--- src/rtl/trap_sequencer_pkg.sv ---
// Shared types and constants for the supervisor trap sequencer.
package trap_sequencer_pkg;

  typedef enum logic [1:0] {
    PRIV_U = 2'd0,
    PRIV_S = 2'd1,
    PRIV_M = 2'd3
  } priv_e;

  typedef enum logic [1:0] {
    ST_IDLE     = 2'd0,
    ST_FLUSH    = 2'd1,
    ST_COMMIT   = 2'd2,
    ST_REDIRECT = 2'd3
  } trap_seq_state_e;

  typedef enum logic [1:0] {
    EV_EXC  = 2'd0,
    EV_IRQ  = 2'd1,
    EV_SRET = 2'd2
  } trap_kind_e;

  localparam logic [4:0] IRQ_SSI = 5'd1;
  localparam logic [4:0] IRQ_STI = 5'd5;
  localparam logic [4:0] IRQ_SEI = 5'd9;

endpackage

--- src/rtl/trap_sequencer_irq_sync.sv ---
// Multi-flop synchronizer bringing the asynchronous external interrupt into clk.
module irq_sync #(
  parameter int STAGES = 2
) (
  input  logic clk,
  input  logic rst,
  input  logic d,
  output logic q
);

  logic [STAGES-1:0] sync_q, sync_d;

  always_comb sync_d = {sync_q[STAGES-2:0], d};

  always_ff @(posedge clk or posedge rst) begin
    if (rst) sync_q <= '0;
    else     sync_q <= sync_d;
  end

  assign q = sync_q[STAGES-1];

endmodule

--- src/rtl/trap_sequencer.sv ---
// Supervisor trap sequencer: picks an exception, SRET or interrupt, drains the
// pipeline, commits the trap CSR update and redirects fetch.
module trap_sequencer
  import trap_sequencer_pkg::*;
#(
  parameter int IRQ_SYNC_STAGES = 2
) (
  input  logic        clk,
  input  logic        rst,
  input  priv_e       cur_priv,
  input  logic        sstatus_sie,
  input  logic [31:0] sie,
  input  logic        sip_ssip,
  input  logic [31:0] time_value,
  input  logic [31:0] stimecmp,
  input  logic        irq_ext_async,
  input  logic        exc_valid,
  input  logic [4:0]  exc_cause,
  input  logic [31:0] exc_pc,
  input  logic [31:0] exc_tval,
  input  logic [31:0] cur_pc,
  input  logic        sret_req,
  input  logic [31:0] stvec,
  input  logic [31:0] sepc,
  output logic        flush_req,
  input  logic        flush_ack,
  output logic        trap_set,
  output logic        trap_is_irq,
  output logic [4:0]  trap_scause,
  output logic [31:0] trap_sepc,
  output logic [31:0] trap_stval,
  output logic        do_sret,
  output logic        redirect_valid,
  output logic [31:0] redirect_pc,
  input  logic        redirect_ready,
  output logic        busy
);

  logic ext_sync;

  irq_sync #(.STAGES(IRQ_SYNC_STAGES)) u_irq_sync (
    .clk (clk),
    .rst (rst),
    .d   (irq_ext_async),
    .q   (ext_sync)
  );

  // Only the SEI/SSI/STI enable bits matter here.
  logic unused_sie;
  assign unused_sie = ^{sie[31:10], sie[8:6], sie[4:2], sie[0]};

  trap_seq_state_e state_q, state_d;
  trap_kind_e      kind_q, kind_d;
  logic [4:0]      cause_q, cause_d;
  logic [31:0]     pc_q, pc_d, tval_q, tval_d, redirect_pc_q, redirect_pc_d;
  logic            flush_req_q, flush_req_d, trap_set_q, trap_set_d;
  logic            is_irq_q, is_irq_d, do_sret_q, do_sret_d;
  logic            redirect_valid_q, redirect_valid_d;

  logic irq_ok, sei, ssi, sti;

  always_comb begin
    irq_ok = (cur_priv == PRIV_U) | ((cur_priv == PRIV_S) & sstatus_sie);
    sei    = sie[IRQ_SEI] & ext_sync;
    ssi    = sie[IRQ_SSI] & sip_ssip;
    sti    = sie[IRQ_STI] & (time_value >= stimecmp);

    state_d          = state_q;
    kind_d           = kind_q;
    cause_d          = cause_q;
    pc_d             = pc_q;
    tval_d           = tval_q;
    redirect_pc_d    = redirect_pc_q;
    flush_req_d      = 1'b0;
    trap_set_d       = 1'b0;
    is_irq_d         = 1'b0;
    do_sret_d        = 1'b0;
    redirect_valid_d = 1'b0;

    case (state_q)
      ST_IDLE: begin
        if (exc_valid) begin
          state_d = ST_FLUSH;
          kind_d  = EV_EXC;
          cause_d = exc_cause;
          pc_d    = exc_pc;
          tval_d  = exc_tval;
        end else if (sret_req) begin
          state_d = ST_FLUSH;
          kind_d  = EV_SRET;
        end else if (irq_ok & (sei | ssi | sti)) begin
          state_d = ST_FLUSH;
          kind_d  = EV_IRQ;
          cause_d = sei ? IRQ_SEI : (ssi ? IRQ_SSI : IRQ_STI);
          pc_d    = cur_pc;
          tval_d  = '0;
        end
        flush_req_d = (state_d == ST_FLUSH);
      end
      ST_FLUSH: begin
        if (flush_ack) begin
          state_d    = ST_COMMIT;
          trap_set_d = (kind_q != EV_SRET);
          is_irq_d   = (kind_q == EV_IRQ);
          do_sret_d  = (kind_q == EV_SRET);
        end else begin
          flush_req_d = 1'b1;
        end
      end
      ST_COMMIT: begin
        state_d          = ST_REDIRECT;
        redirect_valid_d = 1'b1;
        redirect_pc_d    = (kind_q == EV_SRET) ? sepc : (stvec & 32'hFFFF_FFFC);
      end
      ST_REDIRECT: begin
        if (redirect_ready) state_d = ST_IDLE;
        else                redirect_valid_d = 1'b1;
      end
      default: state_d = ST_IDLE;
    endcase
  end

  always_ff @(posedge clk or posedge rst) begin
    if (rst) begin
      state_q          <= ST_IDLE;
      kind_q           <= EV_EXC;
      cause_q          <= '0;
      pc_q             <= '0;
      tval_q           <= '0;
      redirect_pc_q    <= '0;
      flush_req_q      <= 1'b0;
      trap_set_q       <= 1'b0;
      is_irq_q         <= 1'b0;
      do_sret_q        <= 1'b0;
      redirect_valid_q <= 1'b0;
    end else begin
      state_q          <= state_d;
      kind_q           <= kind_d;
      cause_q          <= cause_d;
      pc_q             <= pc_d;
      tval_q           <= tval_d;
      redirect_pc_q    <= redirect_pc_d;
      flush_req_q      <= flush_req_d;
      trap_set_q       <= trap_set_d;
      is_irq_q         <= is_irq_d;
      do_sret_q        <= do_sret_d;
      redirect_valid_q <= redirect_valid_d;
    end
  end

  assign flush_req      = flush_req_q;
  assign trap_set       = trap_set_q;
  assign trap_is_irq    = is_irq_q;
  assign trap_scause    = cause_q;
  assign trap_sepc      = pc_q;
  assign trap_stval     = tval_q;
  assign do_sret        = do_sret_q;
  assign redirect_valid = redirect_valid_q;
  assign redirect_pc    = redirect_pc_q;
  assign busy           = (state_q != ST_IDLE);

endmodule

--- config.mk ---
export PLATFORM = sky130hd
export DESIGN_NAME = trap_sequencer
export DESIGN_NICKNAME = d
export VERILOG_FILES = /design/src/rtl/trap_sequencer_pkg.sv /design/src/rtl/trap_sequencer_irq_sync.sv /design/src/rtl/trap_sequencer.sv
export SDC_FILE = /design/constraint.sdc
export NUM_CORES = 1
export LEC_CHECK = 0
export BUFFER_PORTS_ARGS = -buffer_cell sky130_fd_sc_hd__buf_2
export CAP_MARGIN = 20
export CORE_AREA = 2 2 149 151
export DETAILED_ROUTE_END_ITERATION = 8
export DIE_AREA = 0 0 151 153
export HOLD_SLACK_MARGIN = 0.06
export SKIP_LAST_GASP = 1
export SLEW_MARGIN = 20
export SYNTH_ARGS = -nofsm -noshare
export SYNTH_HDL_FRONTEND = slang
export SYNTH_SLANG_ARGS = --single-unit
--- constraint.sdc ---
create_clock -name clk -period 4.4 [get_ports clk]
set_input_delay 0.22 -clock clk [delete_from_list [all_inputs] [get_ports clk]]
set_output_delay 0.22 -clock clk [all_outputs]
set_load 0.01 [all_outputs]
==> metrics.yaml, run 1 <==
run_status:
  status: "completed"
synthesis:
  synth-compound-area-share_pct: 10.3
  synthFlopType: "dfrtp_1"
  ys_seq_elements: 112
  synth_top_family_by_area: "multiplexers"
  yosys_warnings: 0
  yosysUniqueCellTypes: 47
  synthSimpleGateAreaFrac_pct: 11.0
  synth.area.mux_share_pct: 18.9
  syn_avg_cell_area_um2: 10.4
  synthAdderAreaFrac_pct: 7.53
  synthArstFlopShare_pct: 100
  synthXorXnorAreaFrac_pct: 0
  synth_nets: 882
  synth-edff-count: 0
  seq_area_frac_synth_pct: 46.9
  netlist_area_um2: 5980
  synth_cells: 574
clock_tree:
  post_cts_buffers: 0
  hold_buffers: 1
  cts_tree: "yes"
  cts-root-buf: "clkbuf_16"
  cts_made_buffers: 9
  clock_sinks: 112
  cts_buffer_depth: 2
  ctsResizeCount: 0
  clkTransAtPathRegs_ns: 0.08
  cts.htree.levels: 3
  insertion_delay_ns: 0.35
finish:
  nNetsFinal: 1223
  finish.utilization_pct: 38.8
  layout_common_cells: "buf_2 (347), dfrtp_1 (112), nand2_1 (88), a21oi_1 (76), inv_1 (41)"
  area_growth_pct: 39.3
  drive_above_1_share_pct: 48.7
  layout_commonest_cell: "buf_2"
  antenna_cells: 0
worst_hold_path:
  min_path_cells: 3
  hold_path_class: "input port to flop"
  min_to: "trap_stval[6]"
  min-delay-start: "exc_tval[6]"
critical_path:
  worstSetupPathType: "input port to flop"
  cp_data_arrival_time_ns: 3.11
  crit_buf_inv: 3
  r2r-end: "trap_sepc[26]"
  critPathLaunchType: "input port"
  worstRegToRegCells: 8
  critical-path-top-delay-family: "compound AO/OA/AOI/OAI gates"
  cp_slowest_cell: "a221o_2"
  worst-endpoint-required_ns: 4.64
  endpoint_kind: "flop"
  reg2reg_from: "state_q[0]"
  path_max_fanout: 18
  rrSetupSlack_ns: 1.56
  cpPeakStageDelay_ns: 0.59
  path_cells: "buf_2 -> inv_1 -> ha_1 -> nand4_2 -> nor3_2 -> or4b_1 -> a32oi_2 -> a221o_2 -> buf_4 -> mux2_4"
timing:
  min_period_ns: 2.87
  finalHoldViolCount: 0
  whs_ns: 0.0925
  period_share_pct: 65.3
  rsz0062_at_grt: "no"
  relSlewSlack_pct: 52.2
  clock_skew_ns: 0.00729
  maxSlewViolCount: 0
  fmax_mhz: 348
  tns_ns: 0
  setup_viol: 0
  post-route-worst-setup-slack_ns: 1.53
  tightest_slew_ns: 0.717
grt:
  antenna_found_initial: 1
  grt_pass1_wl_um: 27200
  grt_usage_pct: 14.9
  grt_overflow: 0
  grt_max_degree: 78
  first_global_vias: 5427
power_and_ir_drop:
  vdd_drop_max_mv: 0.212
  leakagePower_nw: 4.42
  cellPowerDensity_nw_per_um2: 580
routing:
  drt-total-wl_um: 17500
  drtPass1Iterations: 4
  routed_via_density: 4.43
  ant_nets: 0
  vias: 5320
  wl_per_cell_um: 14.6
  drc: 0
  drt_iter0_markers: 152
placed_design:
  gp_congestion: 0.772
  hpwlAfterDp_um: 13600
  post-place-ws_ns: 1.13
  port_buffers: 347
die:
  die_w_um: 151
  num_rows: 54
  dieArea_um2: 23100
  boundaryPins: 379
  die_h_um: 153
  design.core.area_um2: 21500
  start_util_pct: 27.8
flow_run:
  drv_cap: 0
final cells by class:
class | count | area [um^2]
fillers | 2148 | 13200
clock buffers | 10 | 239
multi-input cells | 392 | 2870
well taps | 280 | 350
inverters | 42 | 163
flip-flops and latches | 112 | 2800
clock inverters | 6 | 86.3
repair buffers | 358 | 1820
sequential cells by signal (all words and copies together), names as in the netlist:
| signal | flops |
|---|---|
| state_q | 2 |
| flush_req | 1 |
| trap_stval | 32 |
| trap_scause | 5 |
| redirect_pc | 32 |
| redirect_valid | 1 |
| trap_is_irq | 1 |
| do_sret | 1 |
| kind_q | 2 |
| trap_set | 1 |
| u_irq_sync.sync_q | 2 |
| trap_sepc | 32 |
logic make-up after synthesis:
kind of cell	count (synthesis)
AND/OR/NAND/NOR	154
flip-flops	112
AO/OA/AOI/OAI	108
multiplexers	94
buffers and inverters	70
adder cells (fa/ha/maj)	36
worst register-to-register path, cell delays in order, from the launching register on:
cell and delay (ns):
dfrtp_1 0.41, inv_1 0.13, ha_1 0.30, inv_1 0.17, nor2_2 0.11, buf_4 0.37
a221o_2 0.56, buf_4 0.35, mux2_4 0.33
metal layers:
| layer | GRT usage [%] | part of all wire [%] | vias to the layer above |
|---|---|---|---|
| met2 | 26.3 | 48 | 230 |
| met4 | 4.72 | 1.9 | 2 |
| met3 | 4.24 | 9.0 | 21 |
| met5 | 0 | 0.046 | - |
| met1 | 17.4 | 41 | 2419 |
| li1 | - | - | 2648 |
how the worst max path moves through the flow:
stage / cells after the start / slack (ns) / end / from
finish: 10 / 1.53 / trap_sepc[26] / stimecmp[13]
floorplan: 1 / 1.22 / do_sret / rst
global route: 8 / 1.34 / trap_sepc[26] / state_q[0]
global placement: 10 / 1.15 / trap_sepc[27] / stimecmp[13]
CTS: 10 / 1.51 / trap_sepc[26] / stimecmp[13]
detailed placement: 10 / 1.13 / trap_sepc[26] / stimecmp[13]
power breakdown:
| part | switching [mW] | internal [mW] |
|---|---|---|
| Sequential | 0.237 | 1.51 |
| Clock | 0.418 | 0.474 |
| Combinational | 1.16 | 1.03 |
| Total | 1.82 | 3.01 |
synthesized netlist by cell type, drive strengths merged, types with 3 or more instances:
master | instances | area (um^2)
dfrtp | 112 | 2800
nand2 | 88 | 330
a21oi | 77 | 389
mux2 | 64 | 830
inv | 42 | 158
nor2 | 40 | 153
ha | 36 | 450
mux2i | 30 | 300
clkbuf | 19 | 71.3
o21ai | 11 | 55.1
buf | 9 | 93.8
nand4 | 6 | 43.8
nand3 | 5 | 25.0
nand2b | 4 | 25.0
nor3 | 3 | 20.0
metrics by stage:
step / std cells / instance area [um^2] / total power, mW
after global placement: 1182 / 7980 / 3.95
after global routing: 1200 / 8330 / 5.21
after floorplan: 574 / 5980 / 3.15
final: 1200 / 8330 / 4.83
after detailed placement: 1182 / 7980 / 3.99
after CTS: 1199 / 8320 / 4.92
Note: power is estimated with default switching activity, not from simulation.
==> inputs of run 2 (changes only) <==
Clock period 4.4 ns to 2.8 ns, I/O delays scaled along.
==> run 2 against run 1 <==
Die area is the same. Global-route usage grew 0.21 points. Via count is 3.7% higher. Hold slack got worse by 0.0072 ns. Cell count rose by 3.5%. Register-to-register slack lost 1.0 ns. Clock skew is 0.0028 ns higher. Sequential power is 58% higher. Non-clock buffer count is 42 higher. Worst setup slack worse by 1.0 ns. Final area increased by 4.8%. Critical path depth did not move. Largest cell class unchanged. Highest routed layer is now met4.
==> metrics.yaml, run 2 (synthesis results as in run 1) <==
finish:
  drive_above_1_share_pct: 46.8
  nNetsFinal: 1265
  fillers: 2105
  stdcell_count: 1242
  layout_commonest_cell: "buf_2"
  area_growth_pct: 46.1
  antenna_cells: 0
  layout_common_cells: "buf_2 (347), dfrtp_1 (112), nand2_1 (88), a21oi_1 (76), dlygate4sd3_1 (42)"
critical_path:
  cp_data_arrival_time_ns: 2.52
  reg2reg_from: "u_irq_sync.sync_q[1]"
  endpoint_kind: "flop"
  worstSetupPathType: "input port to flop"
  crit_buf_inv: 3
  path_max_fanout: 33
  critical_path.startpoint: "stimecmp[14]"
  critical-path-top-delay-family: "simple AND/OR/NAND/NOR gates"
  cpPeakStageDelay_ns: 0.52
  cp_slowest_cell: "or4b_1"
  critPathLaunchType: "input port"
  path_cells: "buf_2 -> inv_1 -> ha_1 -> nand4_2 -> nor3_2 -> or4b_1 -> a32oi_2 -> a221o_2 -> buf_12 -> mux2_2"
  worst-endpoint-required_ns: 3.03
placed_design:
  gp_congestion: 0.791
  post-place-ws_ns: 0.160
  placedCellCount: 1184
  hpwlAfterDp_um: 13900
  port_buffers: 347
routing:
  drt_iter0_markers: 156
  routed_via_density: 4.44
  ant_nets: 0
  drtPass1Iterations: 4
  drc: 0
  drt-total-wl_um: 18000
  wl_per_cell_um: 14.5
  vias: 5518
timing:
  min_period_ns: 2.28
  period_share_pct: 81.6
  whs_ns: 0.0854
  finalHoldViolCount: 0
  relSlewSlack_pct: 46.6
  tightest_slew_ns: 0.801
  post-route-worst-setup-slack_ns: 0.515
  fmax_mhz: 438
  tns_ns: 0
  maxSlewViolCount: 0
  setup_viol: 0
  clock_skew_ns: 0.0101
  rsz0062_at_grt: "no"
die:
  boundaryPins: 379
  die_w_um: 151
  dieArea_um2: 23100
  num_rows: 54
  start_util_pct: 27.8
  die_h_um: 153
  design.core.area_um2: 21500
grt:
  grt-busiest-layer: "met2"
  grt_pass1_wl_um: 27500
  grt_max_degree: 62
  use_met2_pct: 27.0
  grt_overflow: 0
  use_met3_pct: 4.57
  first_global_vias: 5493
  antenna_found_initial: 0
  gr-usage-met1_pct: 17.6
  grt_usage_pct: 15.1
clock_tree:
  cts-root-buf: "clkbuf_16"
  cts_tree: "yes"
  cts_made_buffers: 9
  insertion_delay_ns: 0.35
  clock_sinks: 112
  cts.htree.levels: 3
  ctsResizeCount: 0
  cts_buffer_depth: 2
  clkTransAtPathRegs_ns: 0.08
power_and_ir_drop:
  seqPwrFrac_pct: 36.3
  p_int_mw: 4.69
  pwr-share-comb_pct: 46.7
  cellPowerDensity_nw_per_um2: 866
  clkPwrFrac_pct: 16.9
  vdd_drop_max_mv: 0.386
  p_sw_share_pct: 38.0
  leakagePower_nw: 4.58
  power_mw: 7.56
  p_switching_mw: 2.87
flow_run:
  drv_cap: 0
run_status:
  status: "completed"
worst_hold_path:
  min-delay-start: "stvec[22]"
  hold_path_class: "input port to flop"
## run 2: stage by stage
step                util [%]  instance area, um^2
floorplan                  -                 5980
global placement        37.3                 8020
detailed placement      37.3                 8020
CTS                     40.6                 8730
global route            40.6                 8730
finish                  40.6                 8730
## run 2: cell type report
cell class / instances / area [um^2] / share of cell area (%)
Clock buffer: 10 / 239 / 2.74
Clock inverter: 6 / 50.0 / 0.573
Inverter: 42 / 161 / 1.85
Multi-Input combinational cell: 392 / 2870 / 32.8
Sequential cell: 112 / 2800 / 32.1
Tap cell: 280 / 350 / 4.01
Timing Repair Buffer: 400 / 2260 / 25.9
## run 2: timing repair
action,CTS,global route
hold buffers,42,0
endpoints found under the hold margin,94,0
endpoints found under the setup margin,0,0
setup buffers,0,0
## run 2: final timing paths
| path | cells past startpoint | to | slack [ns] |
|---|---|---|---|
| setup reg to reg | 6 | trap_sepc[19] | 0.54 |
| min in group asynchronous | 4 | trap_sepc[16] | 0.58 |
| max in group asynchronous | 4 | trap_stval[4] | 1.64 |
| setup / recovery | 10 | trap_sepc[30] | 0.52 |
| hold / removal | 3 | redirect_pc[22] | 0.09 |
| hold reg to reg | 0 | u_irq_sync.sync_q[1] | 0.37 |
## run 2: metal layers
metal  vias to the layer above  part of all wire (%)
met4                         0                   1.2
met1                      2541                    40
met2                       228                    50
met3                        16                   8.6
met5                         -                     0
li1                       2733                     -
## run 2: power by group through the flow
stage	sequential, mW	clock [mW]	combinational, mW
2_1_floorplan	3.11	0	1.84
6_report	2.75	1.28	3.53
3_5_place_dp	2.78	0	3.53
5_1_grt	2.85	1.42	3.90
3_3_place_gp	2.75	0	3.50
4_1_cts	2.76	1.35	3.59
## run 2: worst register-to-register path: cells and delay by family (launching register included)
kind	cells	cell delay [ns]
DFF	1	0.39
muxes	1	0.35
AOI/OAI and AO/OA	4	1.20
buffers and inverters	1	0.20
